$ cat config.mk
export PLATFORM = sky130hd
export DESIGN_NAME = ro_test_pattern_gen
export DESIGN_NICKNAME = d
export VERILOG_FILES = /design/src/rtl/ro_test_pattern_gen.sv
export SDC_FILE = /design/constraint.sdc
export NUM_CORES = 1
export LEC_CHECK = 0
export ABC_AREA = 1
export BUFFER_PORTS_ARGS = -buffer_cell sky130_fd_sc_hd__buf_2
export CAP_MARGIN = 15
export CORE_MARGIN = 5
export CORE_UTILIZATION = 40
export DETAILED_ROUTE_END_ITERATION = 7
export GPL_ROUTABILITY_DRIVEN = 0
export HOLD_SLACK_MARGIN = 0.02
export REMOVE_ABC_BUFFERS = 1
export SLEW_MARGIN = 10
export SYNTH_ARGS = -nofsm -noshare
export SYNTH_HDL_FRONTEND = slang
export SYNTH_SLANG_ARGS = --single-unit
$ cat constraint.sdc
create_clock -name CLK -period 2.23 [get_ports CLK]
set_input_delay 0.223 -clock CLK [delete_from_list [all_inputs] [get_ports CLK]]
set_output_delay 0.223 -clock CLK [all_outputs]
set_load 0.1 [all_outputs]
$ cat src/rtl/ro_test_pattern_gen.sv
// ---------------------------------------------------------------------------
// ro_test_pattern_gen
//
// Readout test-pattern generator that sits between the pixel TDC output and
// the readout serializer/FIFO.
//
//   TestRO = 0 : registered pass-through of TDC words (1-cycle latency,
//                DataOutReady ignored).
//   TestRO = 1 : emits one of four test patterns with valid/ready
//                backpressure, either continuously or as a finite burst.
//
// Patterns (n = number of words accepted so far in this run, from 0):
//   mode 0 : {HEADER, CFGROTest, n[CW-1:0]}          (wraps without stopping)
//   mode 1 : {HEADER, CFGROTest, 0..0, prbs7}        (x^7+x^6+1, seed 7'h7F)
//   mode 2 : FixedPattern on even n, ~FixedPattern on odd n
//   mode 3 : one-hot DW-bit word with bit (n mod DW) set
//
// Optional feature macro: ROTEST_PRBS_EN
//   defined   : mode 1 produces the PRBS7 payload.
//   undefined : PRBS logic is not built and mode 1 behaves exactly as mode 0.
//
// Parameters
//   DW      data word width
//   IDW     pixel-ID width
//   CW      counter / payload field width (>= 7, and DW-IDW-CW >= 1)
//   HEADER  header constant, DW-IDW-CW bits
//
// Ports
//   CLK           clock
//   RSTn          asynchronous active-low reset
//   TestRO        1 = test mode, 0 = pass-through
//   TestMode      pattern select (latched on entry into RUN)
//   CFGROTest     pixel ID inserted into modes 0/1
//   FixedPattern  word for mode 2 (latched on entry into RUN)
//   BurstLen      words per burst, 0 = continuous (latched on entry into RUN)
//   DataIn        TDC data word
//   DataInValid   TDC data valid
//   DataOut       registered output word
//   DataOutValid  DataOut valid
//   DataOutReady  downstream accept (only honoured in test mode)
//   Busy          FSM in RUN
//   Done          FSM in DONE (burst complete)
// ---------------------------------------------------------------------------
module ro_test_pattern_gen #(
  parameter int                     DW     = 30,
  parameter int                     IDW    = 4,
  parameter int                     CW     = 16,
  parameter logic [DW-IDW-CW-1:0]   HEADER = 10'b1010101010
) (
  input  logic            CLK,
  input  logic            RSTn,
  input  logic            TestRO,
  input  logic [1:0]      TestMode,
  input  logic [IDW-1:0]  CFGROTest,
  input  logic [DW-1:0]   FixedPattern,
  input  logic [CW-1:0]   BurstLen,
  input  logic [DW-1:0]   DataIn,
  input  logic            DataInValid,
  output logic [DW-1:0]   DataOut,
  output logic            DataOutValid,
  input  logic            DataOutReady,
  output logic            Busy,
  output logic            Done
);

  localparam int HDRW = DW - IDW - CW;

  localparam logic [DW-1:0] ONEHOT_INIT = DW'(1);
`ifdef ROTEST_PRBS_EN
  localparam logic [6:0]    PRBS_INIT   = 7'h7F;
`endif

  typedef enum logic [1:0] {
    S_IDLE = 2'd0,
    S_RUN  = 2'd1,
    S_DONE = 2'd2
  } state_t;

  state_t          state_reg;
  state_t          state_next;

  // Run configuration captured on the IDLE->RUN cycle.
  logic [1:0]      mode_reg;
  logic [CW-1:0]   burst_reg;
  logic [DW-1:0]   fixed_reg;

  // Generator state for the word currently due (index n).
  logic [CW-1:0]   cnt_reg;
  logic [DW-1:0]   onehot_reg;
`ifdef ROTEST_PRBS_EN
  logic [6:0]      prbs_reg;
`endif

  logic [DW-1:0]   dout_reg;
  logic            dvalid_reg;

  // Handshake / control
  logic            accept;
  logic            load;
  logic            burst_hit;

  // Generator state for the word to present next: stepped if the current
  // word is being accepted on this edge, otherwise unchanged.
  logic [CW-1:0]   cnt_gen;
  logic [DW-1:0]   onehot_rot;
  logic [DW-1:0]   onehot_gen;
`ifdef ROTEST_PRBS_EN
  logic [6:0]      prbs_step;
  logic [6:0]      prbs_gen;
  logic [CW-1:0]   prbs_payload;
  logic [DW-1:0]   prbs_word;
`endif

  logic [DW-1:0]   cnt_word;
  logic [DW-1:0]   fixed_word;
  logic [DW-1:0]   pattern_word;

  assign DataOut      = dout_reg;
  assign DataOutValid = dvalid_reg;

  // -------------------------------------------------------------------------
  // Handshake
  // -------------------------------------------------------------------------
  // A new word may be loaded whenever the output slot is empty or its
  // current word is leaving; this gives back-to-back words under
  // continuous ready.
  assign accept = (state_reg == S_RUN) && dvalid_reg && DataOutReady;
  assign load   = (state_reg == S_RUN) && (!dvalid_reg || DataOutReady);

  assign cnt_gen = accept ? (cnt_reg + CW'(1)) : cnt_reg;

  // The accepted count after this edge equals BurstLen: this accept is the
  // last word of the burst.
  assign burst_hit = accept && (burst_reg != '0) && (cnt_gen == burst_reg);

  // -------------------------------------------------------------------------
  // Pattern generators
  // -------------------------------------------------------------------------
  genvar gi;

  // Rotate left by one, bit DW-1 wraps into bit 0.
  generate
    for (gi = 0; gi < DW; gi++) begin : g_onehot_rot
      assign onehot_rot[gi] = onehot_reg[(gi + DW - 1) % DW];
    end
  endgenerate

  assign onehot_gen = accept ? onehot_rot : onehot_reg;

  // Odd words carry the complement; the index parity is the LSB of cnt.
  generate
    for (gi = 0; gi < DW; gi++) begin : g_fixed_word
      assign fixed_word[gi] = fixed_reg[gi] ^ cnt_gen[0];
    end
  endgenerate

  assign cnt_word = {HEADER[HDRW-1:0], CFGROTest, cnt_gen};

`ifdef ROTEST_PRBS_EN
  // PRBS7, x^7 + x^6 + 1, shifting left with the feedback into bit 0.
  assign prbs_step = {prbs_reg[5:0], prbs_reg[6] ^ prbs_reg[5]};
  assign prbs_gen  = accept ? prbs_step : prbs_reg;

  // Zero-extend the 7-bit sequence into the CW-bit payload field.
  generate
    for (gi = 0; gi < CW; gi++) begin : g_prbs_payload
      if (gi < 7) begin : g_lfsr_bit
        assign prbs_payload[gi] = prbs_gen[gi];
      end else begin : g_zero_bit
        assign prbs_payload[gi] = 1'b0;
      end
    end
  endgenerate

  assign prbs_word = {HEADER[HDRW-1:0], CFGROTest, prbs_payload};
`endif

  // Without the PRBS build, mode 1 falls into the default (counter) arm.
  always_comb begin
    pattern_word = cnt_word;
    case (mode_reg)
`ifdef ROTEST_PRBS_EN
      2'd1:    pattern_word = prbs_word;
`endif
      2'd2:    pattern_word = fixed_word;
      2'd3:    pattern_word = onehot_gen;
      default: pattern_word = cnt_word;
    endcase
  end

  // -------------------------------------------------------------------------
  // FSM: state register
  // -------------------------------------------------------------------------
  always_ff @(posedge CLK or negedge RSTn) begin
    if (!RSTn) begin
      state_reg <= S_IDLE;
    end else begin
      state_reg <= state_next;
    end
  end

  // -------------------------------------------------------------------------
  // FSM: next-state logic. TestRO low returns to IDLE from any state.
  // -------------------------------------------------------------------------
  always_comb begin
    state_next = state_reg;
    if (!TestRO) begin
      state_next = S_IDLE;
    end else begin
      case (state_reg)
        S_IDLE:  state_next = S_RUN;
        S_RUN:   state_next = burst_hit ? S_DONE : S_RUN;
        S_DONE:  state_next = S_DONE;
        default: state_next = S_IDLE;
      endcase
    end
  end

  // -------------------------------------------------------------------------
  // FSM: outputs
  // -------------------------------------------------------------------------
  always_comb begin
    Busy = 1'b0;
    Done = 1'b0;
    case (state_reg)
      S_RUN:   Busy = 1'b1;
      S_DONE:  Done = 1'b1;
      default: begin
        Busy = 1'b0;
        Done = 1'b0;
      end
    endcase
  end

  // -------------------------------------------------------------------------
  // Datapath
  // -------------------------------------------------------------------------
  always_ff @(posedge CLK or negedge RSTn) begin
    if (!RSTn) begin
      mode_reg   <= 2'd0;
      burst_reg  <= '0;
      fixed_reg  <= '0;
      cnt_reg    <= '0;
      onehot_reg <= ONEHOT_INIT;
`ifdef ROTEST_PRBS_EN
      prbs_reg   <= PRBS_INIT;
`endif
      dout_reg   <= '0;
      dvalid_reg <= 1'b0;
    end else if (!TestRO) begin
      // Pass-through; any pending test word is simply overwritten. A word
      // accepted on this same edge has already left downstream.
      dout_reg   <= DataIn;
      dvalid_reg <= DataInValid;
      cnt_reg    <= '0;
      onehot_reg <= ONEHOT_INIT;
`ifdef ROTEST_PRBS_EN
      prbs_reg   <= PRBS_INIT;
`endif
    end else begin
      case (state_reg)
        S_IDLE: begin
          // Entry into RUN: capture the run configuration. The first word
          // is loaded on the following edge from these captured values.
          mode_reg   <= TestMode;
          burst_reg  <= BurstLen;
          fixed_reg  <= FixedPattern;
          cnt_reg    <= '0;
          onehot_reg <= ONEHOT_INIT;
`ifdef ROTEST_PRBS_EN
          prbs_reg   <= PRBS_INIT;
`endif
          dvalid_reg <= 1'b0;
        end
        S_RUN: begin
          if (accept) begin
            cnt_reg    <= cnt_gen;
            onehot_reg <= onehot_gen;
`ifdef ROTEST_PRBS_EN
            prbs_reg   <= prbs_gen;
`endif
          end
          if (burst_hit) begin
            dvalid_reg <= 1'b0;
          end else if (load) begin
            dout_reg   <= pattern_word;
            dvalid_reg <= 1'b1;
          end
        end
        default: begin
          dvalid_reg <= 1'b0;
        end
      endcase
    end
  end

endmodule

==> impl_metrics.csv <==
group,metric,value,unit
placement,io_buffers,119,
timing,grt_setup_unrepaired,"yes",
status,violations,"negative setup slack",
run,max_cap_viol_count,0,
synthesis,synthTopCellsByCount,"nand2_1 (228), dfrtp_1 (126), nor2_1 (106)",
timing,layout_min_cycle_time,2460,ps
global_routing,globalRouteOverflowTotal,0,
floorplan,fp.dieH,141,microns
detailed_routing,vias_per_cell,5.16,
clocking,clk_pin_slew,60,ps
synthesis,synth_top_area_cell,"dfrtp_1",
placement,dpl_worst_slack,-262,ps
synthesis,syn_area_per_cell,7.52,sq um
timing,whs,27.5,ps
worst_hold_path,worstHoldStart,"BurstLen[1]",
worst_setup_path,worstSetupStartpointType,"flop",
floorplan,ios,120,
synthesis,synth_most_common_cell,"nand2_1",
worst_setup_path,slowest_delay,390,ps
detailed_routing,wl,22.1,mm
floorplan,coreArea,17100,sq um
synthesis,synth_fa_ha_area_share,0.181,%
synthesis,yosys.area_share.xor_xnor,0,%
timing,drv_slew,0,
placement,dpl.hpwl,14.5,mm
placement,place_area,8080,sq um
synthesis,yosys.area_share.simple,26.5,%
final_layout,final_nets,1190,
floorplan,initial_utilization,40.4,%
worst_setup_path,worstPathRequired,2580,ps
synthesis,synth_top_family_by_area,"simple AND/OR/NAND/NOR gates",
synthesis,synth_flop_cell,"dfrtp_1",
power_and_ir_drop,max-vdd-ir-drop,0.000571,V
global_routing,grt_max_degree,49,
worst_setup_path,worstSetupPathType,"flop to flop",
timing,report.final.setup_viol,33,
detailed_routing,routed-via-count,6917,
status,status,"finished, violations left",
synthesis,syn_area,6920,sq um
worst_setup_path,cp_num_buf_inv,6,
worst_hold_path,hp-class,"primary input to flop",
worst_setup_path,ff2ff_setup_slack,-230,ps
final_layout,fillers,1647,
floorplan,rows,48,
timing,hold_viol,0,
synthesis,synthTopCellsByArea,"dfrtp_1 (46%), nand2_1 (12%), nand3_1 (6.2%)",
synthesis,yosysWarnings,0,
timing,fmax,406,MHz
detailed_routing,wl_per_cell,16.5,microns
worst_setup_path,end_kind,"flop",
clocking,max-clock-path-buffers,2,
global_routing,grt_usage,22.3,%
global_routing,first_global_vias,6785,
worst_setup_path,slowest_stage,"dfrtp_1",
worst_hold_path,whs_path_depth,2,
timing,tightestPinTransition,601,ps
timing,fin_ws,-233,ps
synthesis,synth_edf_count,0,
worst_setup_path,cp_common_cell,"buf_4",
synthesis,yosys-mux-area-fraction,4.07,%
final_layout,drive_above_1_share,30.0,%
worst_setup_path,r2r-end,"state_reg[1]",
global_routing,grt_pass1_wl,35.3,mm
synthesis,yosys.cell_types.count,32,
synthesis,synth_compound_area_share,14.9,%
clocking,cts_tree,"yes",
floorplan,fp.dieArea,20000,sq um
timing,slew_headroom,59.8,%
floorplan,die_x,141,microns
timing,setup_tns,-5850,ps
worst_setup_path,r2r-start,"state_reg[1]",
global_routing,antenna_found_initial,0,
worst_setup_path,path_delay_family,"simple AND/OR/NAND/NOR gates",
timing,finClkSkew,10.9,ps
synthesis,syn_inst,919,
timing,finalCritPeriodShare,110,%
final_layout,final_area,9280,sq um
detailed_routing,dr.pass1.iters,5,
synthesis,async_reset_ff_share,100,%
worst_setup_path,ff2ff_path_depth,18,
clocking,root_buffer,"clkbuf_16",
synthesis,synth-seq-area-share,46.0,%
worst_hold_path,whs_endpoint,"burst_reg[1]",
detailed_routing,ant_nets,0,
worst_setup_path,worstPathArrival,2820,ps
final_layout,area_growth,34.2,%
clocking,cts_htree_levels,4,
clocking,worst_skew_pair.late_latency,430,ps
synthesis,synth_top_area_share,45.6,%
power_and_ir_drop,power_density,790,nW/um^2
final_layout,antenna_cells,0,
worst_setup_path,crit_chain,"inv_2 -> nand2_4 -> nor2_4 -> buf_12 -> nand3_2 -> o21ai_2 -> nand2_1 -> nand2_1 -> nand2_1 -> nor2_2 -> nand3_2 -> buf_4 -> buf_4 -> buf_4 -> buf_4 -> nor2_4 -> nor2_1 -> nor2_1",
detailed_routing,drt_iter0_drc,456,
detailed_routing,drc,0,
synthesis,yosys_register_bits,127,
power_and_ir_drop,leakage,4.45,nW
clocking,clkSinkCount,127,
clocking,cts_buffers,17,
worst_setup_path,crit_fanout,7,
worst reg2reg max path: stages, from the launching register on:
cell and delay [ps]:
dfrtp_1 390, inv_2 90, nand2_4 60, nor2_4 110, buf_12 150, nand3_2 140, o21ai_2 170, nand2_1 90
nand2_1 90, nand2_1 80, nor2_2 160, nand3_2 110, buf_4 150, buf_4 120, buf_4 120, buf_4 130
nor2_4 90, nor2_1 50, nor2_1 80
where the power goes:
part	leakage, nW	internal (mW)	switching, mW
logic	2.59	0.562	1.41
registers	1.59	2.52	0.159
clock network	0.269	1.59	1.08
layout by cell type (no fill, tap or decap), types with 12 or more instances in the layout:
master and instances:
nand2_2 20, mux2_2 25, o22ai_1 44, o21ai_0 54, buf_2 118, or2_2 12, buf_4 71, dfrtp_1 126
nor2_1 98, inv_1 87, nand2_1 204, nand3_1 74, clkbuf_16 17, a21oi_1 44
cell type report:
cell class / count / area [sq um] / area share, %
multi-input cells: 648 / 3390 / 36.5
flip-flops and latches: 127 / 3180 / 34.3
repair buffers: 216 / 1510 / 16.3
clock buffers: 20 / 457 / 4.92
inverters: 92 / 345 / 3.72
well taps: 225 / 282 / 3.03
clock inverters: 12 / 110 / 1.19
worst max path at each step:
stage / startpoint / endpoint / depth (start not counted)
final: state_reg[1] / state_reg[1] / 18
after floorplan: state_reg[1] / DataOut[10] / 16
after global placement: state_reg[1] / DataOut[18] / 19
after global routing: state_reg[1] / state_reg[1] / 19
after CTS: state_reg[1] / DataOut[29] / 22
after detailed placement: state_reg[1] / DataOut[21] / 19
metal layers:
metal / vias to the layer above / track usage [%] / part of all wire, %
met1: 3236 / 30.3 / 45
met5: - / 0 / 0
met2: 228 / 36.2 / 47
li1: 3411 / - / -
met4: 0 / 7.88 / 2.4
met3: 42 / 3.51 / 5.8
what timing repair did:
action                                  CTS  global route
hold endpoints to repair                 44             0
hold buffers                              9             0
gates resized for setup                  31            45
buffers inserted                         25             7
pin swaps                                11            19
endpoints found under the setup margin   31            33
gates cloned                              4             0
logic make-up (layout without fill, tap and decap cells):
kind of cell / after synthesis / in the layout
adders and majority gates: 1 / 1
buffers and inverters: 144 / 340
DFF: 127 / 127
muxes: 25 / 25
AOI/OAI and AO/OA: 179 / 179
and+or+nand+nor: 443 / 443
through the flow:
| stage | power, mW | utilization [%] | instances |
|---|---|---|---|
| floorplan | 3.99 | - | 867 |
| global placement | 4.56 | 47.2 | 1268 |
| detailed placement | 4.57 | 47.2 | 1268 |
| CTS | 7.37 | 53.5 | 1337 |
| global route | 7.65 | 54.2 | 1340 |
| finish | 7.33 | 54.2 | 1340 |
Power figures use the tool's default switching activity.
